### src/rtl/serial_deserializer.sv
// Serial-to-parallel byte assembler: captures one bit per write_in rising edge (LSB first),
// presents the byte until acknowledged, and discards a stale partial byte after an idle timeout.
module serial_deserializer #(
    parameter int unsigned TIMEOUT_CYCLES = 1000
) (
    input  logic       clock_1MHz,
    input  logic       rst,
    input  logic       data_in,
    input  logic       write_in,
    input  logic       ack_in,
    output logic       status_out,
    output logic [7:0] data_out,
    output logic       data_valid,
    output logic       timeout_out
);

    localparam int unsigned IDLE_W = $clog2(TIMEOUT_CYCLES + 1);
    localparam int unsigned CNT_W  = 3;
    localparam int unsigned BYTE_W = 8;

    typedef enum logic {
        COLLECT  = 1'b0,
        WAIT_ACK = 1'b1
    } state_t;

    state_t              state;
    state_t              state_next;
    logic                write_q;
    logic                bit_edge;
    logic [CNT_W-1:0]    bit_cnt;
    logic [CNT_W-1:0]    bit_cnt_next;
    logic [BYTE_W-1:0]   shift_reg;
    logic [BYTE_W-1:0]   shift_next;
    logic [BYTE_W-1:0]   data_next;
    logic [IDLE_W-1:0]   idle_cnt;
    logic [IDLE_W-1:0]   idle_next;
    logic                timeout_next;

    // Strobe is level-held for many cycles; only its rising edge carries a bit.
    assign bit_edge = write_in & ~write_q;

    // State and datapath registers.
    always_ff @(posedge clock_1MHz) begin
        if (rst) begin
            state       <= COLLECT;
            write_q     <= 1'b0;
            bit_cnt     <= '0;
            shift_reg   <= '0;
            idle_cnt    <= '0;
            data_out    <= '0;
            timeout_out <= 1'b0;
            status_out  <= 1'b1;
            data_valid  <= 1'b0;
        end else begin
            state       <= state_next;
            write_q     <= write_in;
            bit_cnt     <= bit_cnt_next;
            shift_reg   <= shift_next;
            idle_cnt    <= idle_next;
            data_out    <= data_next;
            timeout_out <= timeout_next;
            status_out  <= (state_next == COLLECT);
            data_valid  <= (state_next == WAIT_ACK);
        end
    end

    // Next-state and datapath update; an edge wins over a coincident timeout.
    always_comb begin
        state_next   = state;
        bit_cnt_next = bit_cnt;
        shift_next   = shift_reg;
        data_next    = data_out;
        idle_next    = idle_cnt;
        timeout_next = 1'b0;

        case (state)
            COLLECT: begin
                if (bit_edge) begin
                    shift_next[bit_cnt] = data_in;
                    idle_next           = '0;
                    if (bit_cnt == CNT_W'(7)) begin
                        data_next    = {data_in, shift_reg[6:0]};
                        bit_cnt_next = '0;
                        state_next   = WAIT_ACK;
                    end else begin
                        bit_cnt_next = bit_cnt + CNT_W'(1);
                    end
                end else if (bit_cnt == '0) begin
                    idle_next = '0;
                end else if (idle_cnt == IDLE_W'(TIMEOUT_CYCLES)) begin
                    bit_cnt_next = '0;
                    idle_next    = '0;
                    timeout_next = 1'b1;
                end else begin
                    idle_next = idle_cnt + IDLE_W'(1);
                end
            end
            WAIT_ACK: begin
                // Bits arriving while a byte is pending are dropped.
                idle_next = '0;
                if (ack_in) begin
                    state_next = COLLECT;
                end
            end
        endcase
    end

endmodule
### config.mk
export PLATFORM = sky130hd
export DESIGN_NAME = serial_deserializer
export DESIGN_NICKNAME = d
export VERILOG_FILES = /design/src/rtl/serial_deserializer.sv
export SDC_FILE = /design/constraint.sdc
export NUM_CORES = 1
export LEC_CHECK = 0
export BUFFER_PORTS_ARGS = -buffer_cell sky130_fd_sc_hd__buf_4
export CAP_MARGIN = 25
export CORE_ASPECT_RATIO = 0.7
export CORE_MARGIN = 2
export CORE_UTILIZATION = 49
export DETAILED_ROUTE_END_ITERATION = 8
export PLACE_DENSITY = 0.69
export SLEW_MARGIN = 5
export SYNTH_ARGS = -nofsm -noshare
export SYNTH_HDL_FRONTEND = slang
export SYNTH_SLANG_ARGS = --single-unit
### constraint.sdc
create_clock -name clock_1MHz -period 2.54 [get_ports clock_1MHz]
set_input_delay 0.508 -clock clock_1MHz [delete_from_list [all_inputs] [get_ports clock_1MHz]]
set_output_delay 0.508 -clock clock_1MHz [all_outputs]
set_load 0.01 [all_outputs]
==> flow_summary.yaml, run 1 <==
clock_network:
  htree_num_levels: 2
  cts_tree: "done"
  clk_latency_ns: 0.29
  cts_setup_buffers: 0
  cts_buffer_depth: 2
  clkTransAtPathRegs_ns: 0.06
  cts_root_buf: "clkbuf_8"
  post_cts_resized: 0
  cts-buffers-inserted: 5
  clock-sinks: 32
  postCtsHoldBufs: 0
logic_synthesis:
  synth_top_cell_area_share_pct: 47.1
  ys_top_cells_by_area: "dfxtp_1 (47%), nand2_1 (7.2%), a21oi_1 (5.5%)"
  synth_cells: 154
  synth_top_cell_by_area: "dfxtp_1"
  synthFlopType: "dfxtp_1"
  ys_seq_area_share_pct: 47.1
  synth-seq-cells: 32
  syn_area_sq_um: 1360
  syn-num-nets: 164
  yosys-top-cells-count: "dfxtp_1 (32), nand2_1 (26), nor2_1 (16)"
  synth_cell_types: 31
  avgSynthCellArea_sq_um: 8.83
  synth_edf_count: 0
  synthArstFlopShare_pct: 0
  yosys_warnings: 0
  yosysMostFrequentCell: "dfxtp_1"
grt:
  antenna_found_initial: 0
  grt_pass1_vias: 908
  grt_max_degree: 24
  grt.overflow.total: 0
  grt_use_total_pct: 20.0
  grt_pass1_wl_mm: 4.30
timing:
  worst_slew_pin_slew_ns: 0.457
  finalMaxSlewViolations: 0
  timing.fmax_ghz: 0.582
  finClkSkew_ns: 0.00980
  min_period_ns: 1.72
  finalSetupTns_ns: 0
  final-setup-viol-count: 0
  rsz0062_at_grt: "no"
  hold_viol: 0
  fin_hold_ws_ns: 0.455
  slew_headroom_pct: 69.4
  finalCritPeriodShare_pct: 67.7
run:
  drv_cap: 0
die:
  ioPinCount: 16
  rows: 15
  core_sq_um: 2550
  die_h_microns: 48.1
  die-area_sq_um: 3220
  start_util_pct: 53.3
  fp.dieW_microns: 67.0
routing:
  drt_pass1_iterations: 4
  vias: 1094
  drc: 0
  avgViaCountPerCell: 5.31
  antenna_left: 0
  wirelength_mm: 2.74
  drt_iter0_drc: 95
  wl_per_cell_microns: 13.3
pwr:
  max-vdd-ir-drop_v: 0.000294
  intPower_mw: 0.716
  cellLeakagePower_nw: 0.612
  combPwrFrac_pct: 5.6
  p_sw_share_pct: 22.7
  p_seq_share_pct: 56.0
  p_switching_mw: 0.211
  p_per_area_nw_per_um2: 589
  clockPowerShare_pct: 38.4
setup_path:
  worstSetupPathType: "reg -> reg"
  max_stage_delay_ns: 0.51
  critPathBufInv: 1
  cpLargestDelayFamily: "simple AND/OR/NAND/NOR gates"
  critPathCaptureType: "flip-flop"
  cp.required_ns: 2.75
  crit_path_start_kind: "flip-flop"
  crit_chain: "inv_1 > ha_1 > nor2b_1 > nor4_2 > nand2_1 > nor2_1"
  arrival_ns: 1.93
  cp_max_fo: 8
  slowest_stage: "dfxtp_1"
layout:
  post-route-util_pct: 61.6
  final_design_area_no_fill_sq_um: 1570
  layout.nets: 182
  regArea_sq_um: 641
  antenna_cells: 0
  fill_cells: 238
  layout-drive-gt1-share_pct: 15.1
  area_growth_pct: 15.6
  fin_cells: 206
  largest_reg_flops: 10
  multi_input_area_sq_um: 673
place:
  io_buffer_count: 15
  place_area_sq_um: 1500
  dp_hpwl_mm: 2.00
  place.gp.congestion: 0.755
  place_inst: 199
outcome:
  status: "completed"
hold_path:
  hold_path.class: "reg -> reg"
[power groups by stage]
stage | registers [mW] | logic, mW | clock network, mW
4_1_cts | 0.519 | 0.0516 | 0.368
5_1_grt | 0.520 | 0.0580 | 0.386
2_1_floorplan | 0.527 | 0.0378 | 0
6_report | 0.519 | 0.0518 | 0.356
3_3_place_gp | 0.529 | 0.0493 | 0
3_5_place_dp | 0.530 | 0.0515 | 0
[path summary, 6_finish.rpt]
kind / depth (start not counted) / to / start / slack (ns)
max: 6 / idle_cnt[6] / bit_cnt[0] / 0.82
min reg2reg: 2 / data_out[5] / data_out[5] / 0.46
max reg2reg: 6 / idle_cnt[6] / bit_cnt[0] / 0.82
min: 2 / data_out[5] / data_out[5] / 0.46
[layer usage]
layer  routed length [microns]  global-route usage, %  vias up
met5                         0                      0        -
met4                        55                   9.80        0
met1                      1450                   28.0      505
met3                       160                   9.18        5
met2                      1070                   25.8       31
li1                          -                      -      553
[metrics by stage]
step	setup slack (ns)	total power [mW]
6_report	0.822	0.927
5_1_grt	0.615	0.964
4_1_cts	0.801	0.939
3_5_place_dp	0.823	0.581
3_3_place_gp	0.915	0.578
2_1_floorplan	1.11	0.565
[logic make-up (layout without fill, tap and decap cells)]
logic type                 after synthesis  count (layout)  synth area share, %
xor gates and xnor gates                 6               6                 3.86
and+or+nand+nor                         75              75                 28.4
AOI/OAI and AO/OA                       20              20                 8.92
DFF                                     32              32                 47.1
muxes                                    5               5                 3.68
adders and majority gates                5               5                 4.60
buffers and inverters                   11              29                 3.40
[layout by cell type, fill, tap and decap left out]
cell type	n
nor4b_4	1
nand3_1	11
nand2_2	1
a21oi_1	15
o221a_2	1
mux2i_1	5
clkbuf_1	1
inv_1	7
o211ai_1	1
and2_1	1
a22o_1	1
dfxtp_1	32
ha_1	5
nor2b_1	5
nor3_1	4
buf_4	15
nor3b_4	1
a32o_1	1
xnor2_1	4
clkinv_2	1
a311oi_1	1
nand4_1	1
and4_1	1
xor2_1	2
clkbuf_8	5
nor4_2	1
nor3b_1	2
and3_1	3
nand2_1	26
nand2b_1	1
nor2_1	16
[worst reg2reg max path, cell delays in order (launching register included)]
cell and delay [ns]:
dfxtp_1 0.51, inv_1 0.08, ha_1 0.19, nor2b_1 0.15
nor4_2 0.31, nand2_1 0.25, nor2_1 0.16
[final cells by class]
type	count	share of cell area, %
multi-input combinational	111	42.8
sequential	32	40.7
inverter	7	1.67
clock buffer	6	4.61
tap	34	2.70
clock inverter	1	0.318
timing repair buffer	15	7.16
Power figures use the tool's default switching activity.
==> run 2: changes to the inputs <==
ABC_AREA = 1   (was unset)
PLACE_DENSITY = 0.71   (was 0.69)
clock period = 1.55 ns   (was 2.54 ns; I/O delays follow)
==> run 2 against run 1 <==
Net effect:
- count of clock-buffer cells in the layout unchanged
- combinational power up 75%
- setup slack got worse by 0.73 ns
- maximum frequency increased by 18%
- critical endpoint is now bit_cnt[0]
- clock power increased by 110%
- critical path depth is the same
- global-route usage shrank 0.76 points
- die area grew 1.2%
- sequential cell count stayed put
- final cell count is 14% higher
- via count increased by 7.7%
==> flow_summary.yaml, run 2 <==
clock_network:
  clkTransAtPathRegs_ns: 0.06
  cts_buffer_depth: 2
  post_cts_resized: 0
  cts_root_buf: "clkbuf_8"
  cts_setup_buffers: 0
  cts-buffers-inserted: 5
  clock-sinks: 32
  cts_tree: "done"
  htree_num_levels: 2
  clk_latency_ns: 0.28
  postCtsHoldBufs: 0
die:
  rows: 16
  die-area_sq_um: 3260
  start_util_pct: 50.2
  fp.dieW_microns: 67.4
  die_h_microns: 48.4
  core_sq_um: 2740
  ioPinCount: 16
grt:
  antenna_found_initial: 0
  grt.overflow.total: 0
  grt_use_total_pct: 19.3
  use_met1_pct: 25.7
  grt_pass1_vias: 1068
  grt_max_degree: 14
  use_met3_pct: 8.37
  grt_pass1_wl_mm: 4.64
  grtUsageMet2_pct: 27.2
  top_usage_layer: "met2"
logic_synthesis:
  yosys-top-cells-count: "nor2_1 (37), dfxtp_1 (32), nand2_1 (19)"
  synth_cell_types: 25
  synth_top_cell_by_area: "dfxtp_1"
  synthArstFlopShare_pct: 0
  avgSynthCellArea_sq_um: 7.78
  synth_edf_count: 0
  yosysMostFrequentCell: "nor2_1"
  synth-seq-cells: 32
  syn_area_sq_um: 1380
  synthFlopType: "dfxtp_1"
  synth_top_cell_area_share_pct: 46.5
  syn-num-nets: 187
  ys_seq_area_share_pct: 46.5
  synth_cells: 177
  ys_top_cells_by_area: "dfxtp_1 (47%), nor2_1 (10%), o21ai_0 (5.4%)"
  yosys_warnings: 0
place:
  io_buffer_count: 15
  place.gp.congestion: 0.801
  dp_hpwl_mm: 2.04
  place_inst: 226
timing:
  slew_headroom_pct: 81.1
  min_period_ns: 1.46
  timing.fmax_ghz: 0.686
  finalSetupTns_ns: 0
  final-setup-viol-count: 0
  rsz0062_at_grt: "no"
  finalMaxSlewViolations: 0
  worst_slew_pin_slew_ns: 0.283
  hold_viol: 0
  finalCritPeriodShare_pct: 94.0
  finClkSkew_ns: 0.00727
layout:
  mostFrequentLayoutCell: "nor2_1"
  post-route-util_pct: 59.6
  layout.nets: 207
  largest_reg_flops: 10
  area_growth_pct: 18.6
  fin_cells: 234
  final_cell_mix: "nor2_1 (37), dfxtp_1 (32), nand2_1 (19)"
  antenna_cells: 0
  layout-drive-gt1-share_pct: 18.2
routing:
  drt_pass1_iterations: 6
  drc: 0
  antenna_left: 0
  drt_iter0_drc: 53
  wl_per_cell_microns: 11.6
  vias: 1178
  avgViaCountPerCell: 5.03
  wirelength_mm: 2.71
setup_path:
  cp.required_ns: 1.73
  arrival_ns: 1.63
  r2r_setup_slack_ns: 0.09
  r2r-start: "bit_cnt[0]"
  worst_r2r_path_depth: 6
  cp_max_fo: 5
  worstSetupPathType: "reg -> reg"
  critPathCaptureType: "flip-flop"
  crit_path_start_kind: "flip-flop"
  r2r_end: "bit_cnt[0]"
hold_path:
  worstHoldStart: "ack_in"
  hold_path.class: "in -> reg"
  min_to: "status_out"
  whs_path_depth: 3
pwr:
  cellLeakagePower_nw: 0.676
  p_per_area_nw_per_um2: 1040
  max-vdd-ir-drop_v: 0.000687
  p_total_mw: 1.70
run:
  drv_cap: 0
outcome:
  status: "completed"
-- run 2: changes by cell type in the layout (fill, tap and decap cells not counted), sizes merged, moves of 2 or more --
cell,before,now
nor2,16,39
o21ai,0,15
inv,7,21
mux2i,5,0
nand2,27,22
nor2b,5,0
and3,3,0
nor3,4,7
nor3b,3,0
xnor2,4,1
nand3,11,13
nand4,1,3
xor2,2,0
-- run 2: how the worst max path moves through the flow --
stage,slack [ns],endpoint,start,cells after the start
2_1_floorplan,0.28,idle_cnt[9],bit_cnt[0],8
3_3_place_gp,0.17,bit_cnt[0],bit_cnt[0],6
3_5_place_dp,0.1,bit_cnt[0],bit_cnt[0],6
4_1_cts,0.09,bit_cnt[0],bit_cnt[0],6
5_1_grt,0.009,bit_cnt[0],bit_cnt[1],6
6_report,0.09,bit_cnt[0],bit_cnt[0],6
-- run 2: final cells by class --
class                           count  area [sq um]
Timing Repair Buffer               15           113
Multi-Input combinational cell    121           643
Inverter                           22          85.1
Fill cell                         241          1110
Clock buffer                        6          72.6
Clock inverter                      2          35.0
Tap cell                           36          45.0
Sequential cell                    32           641
-- run 2: metal layers --
layer | up-vias | routed length [microns] | part of all wire [%]
met5 | - | 0 | 0
met4 | 0 | 58 | 2.1
met3 | 8 | 150 | 5.5
met2 | 28 | 1150 | 43
met1 | 530 | 1350 | 50
li1 | 612 | - | -
-- run 2: report_power, final --
group | switching [mW] | internal, mW | leakage (nW) | total (mW)
logic | 0.0581 | 0.0328 | 0.362 | 0.0909
registers | 0.0128 | 0.833 | 0.259 | 0.846
clock network | 0.289 | 0.476 | 0.0552 | 0.765
-- run 2: metrics by stage --
step / cell area (sq um) / setup slack, ns / hold WS [ns]
floorplan: 1380 / 0.279 / 0.389
global placement: 1530 / 0.172 / 0.449
detailed placement: 1530 / 0.0985 / 0.458
CTS: 1630 / 0.0908 / 0.269
global route: 1630 / 0.00937 / 0.291
finish: 1630 / 0.0924 / 0.275
-- run 2: kinds of logic after synthesis --
kind of cell / Yosys count / share of synthesized area [%]
xor gates and xnor gates: 1 / 0.636
AOI/OAI and AO/OA: 30 / 11.3
adders and majority gates: 5 / 4.54
DFF: 32 / 46.5
and+or+nand+nor: 85 / 30.2
buffers and inverters: 24 / 6.81
-- run 2: critical path, stage by stage (launching register included) --
cell and delay [ns]:
dfxtp_1 0.45, inv_1 0.10, ha_1 0.22, a21oi_2 0.15, nand4_1 0.19, a21oi_1 0.19
nor2_1 0.05
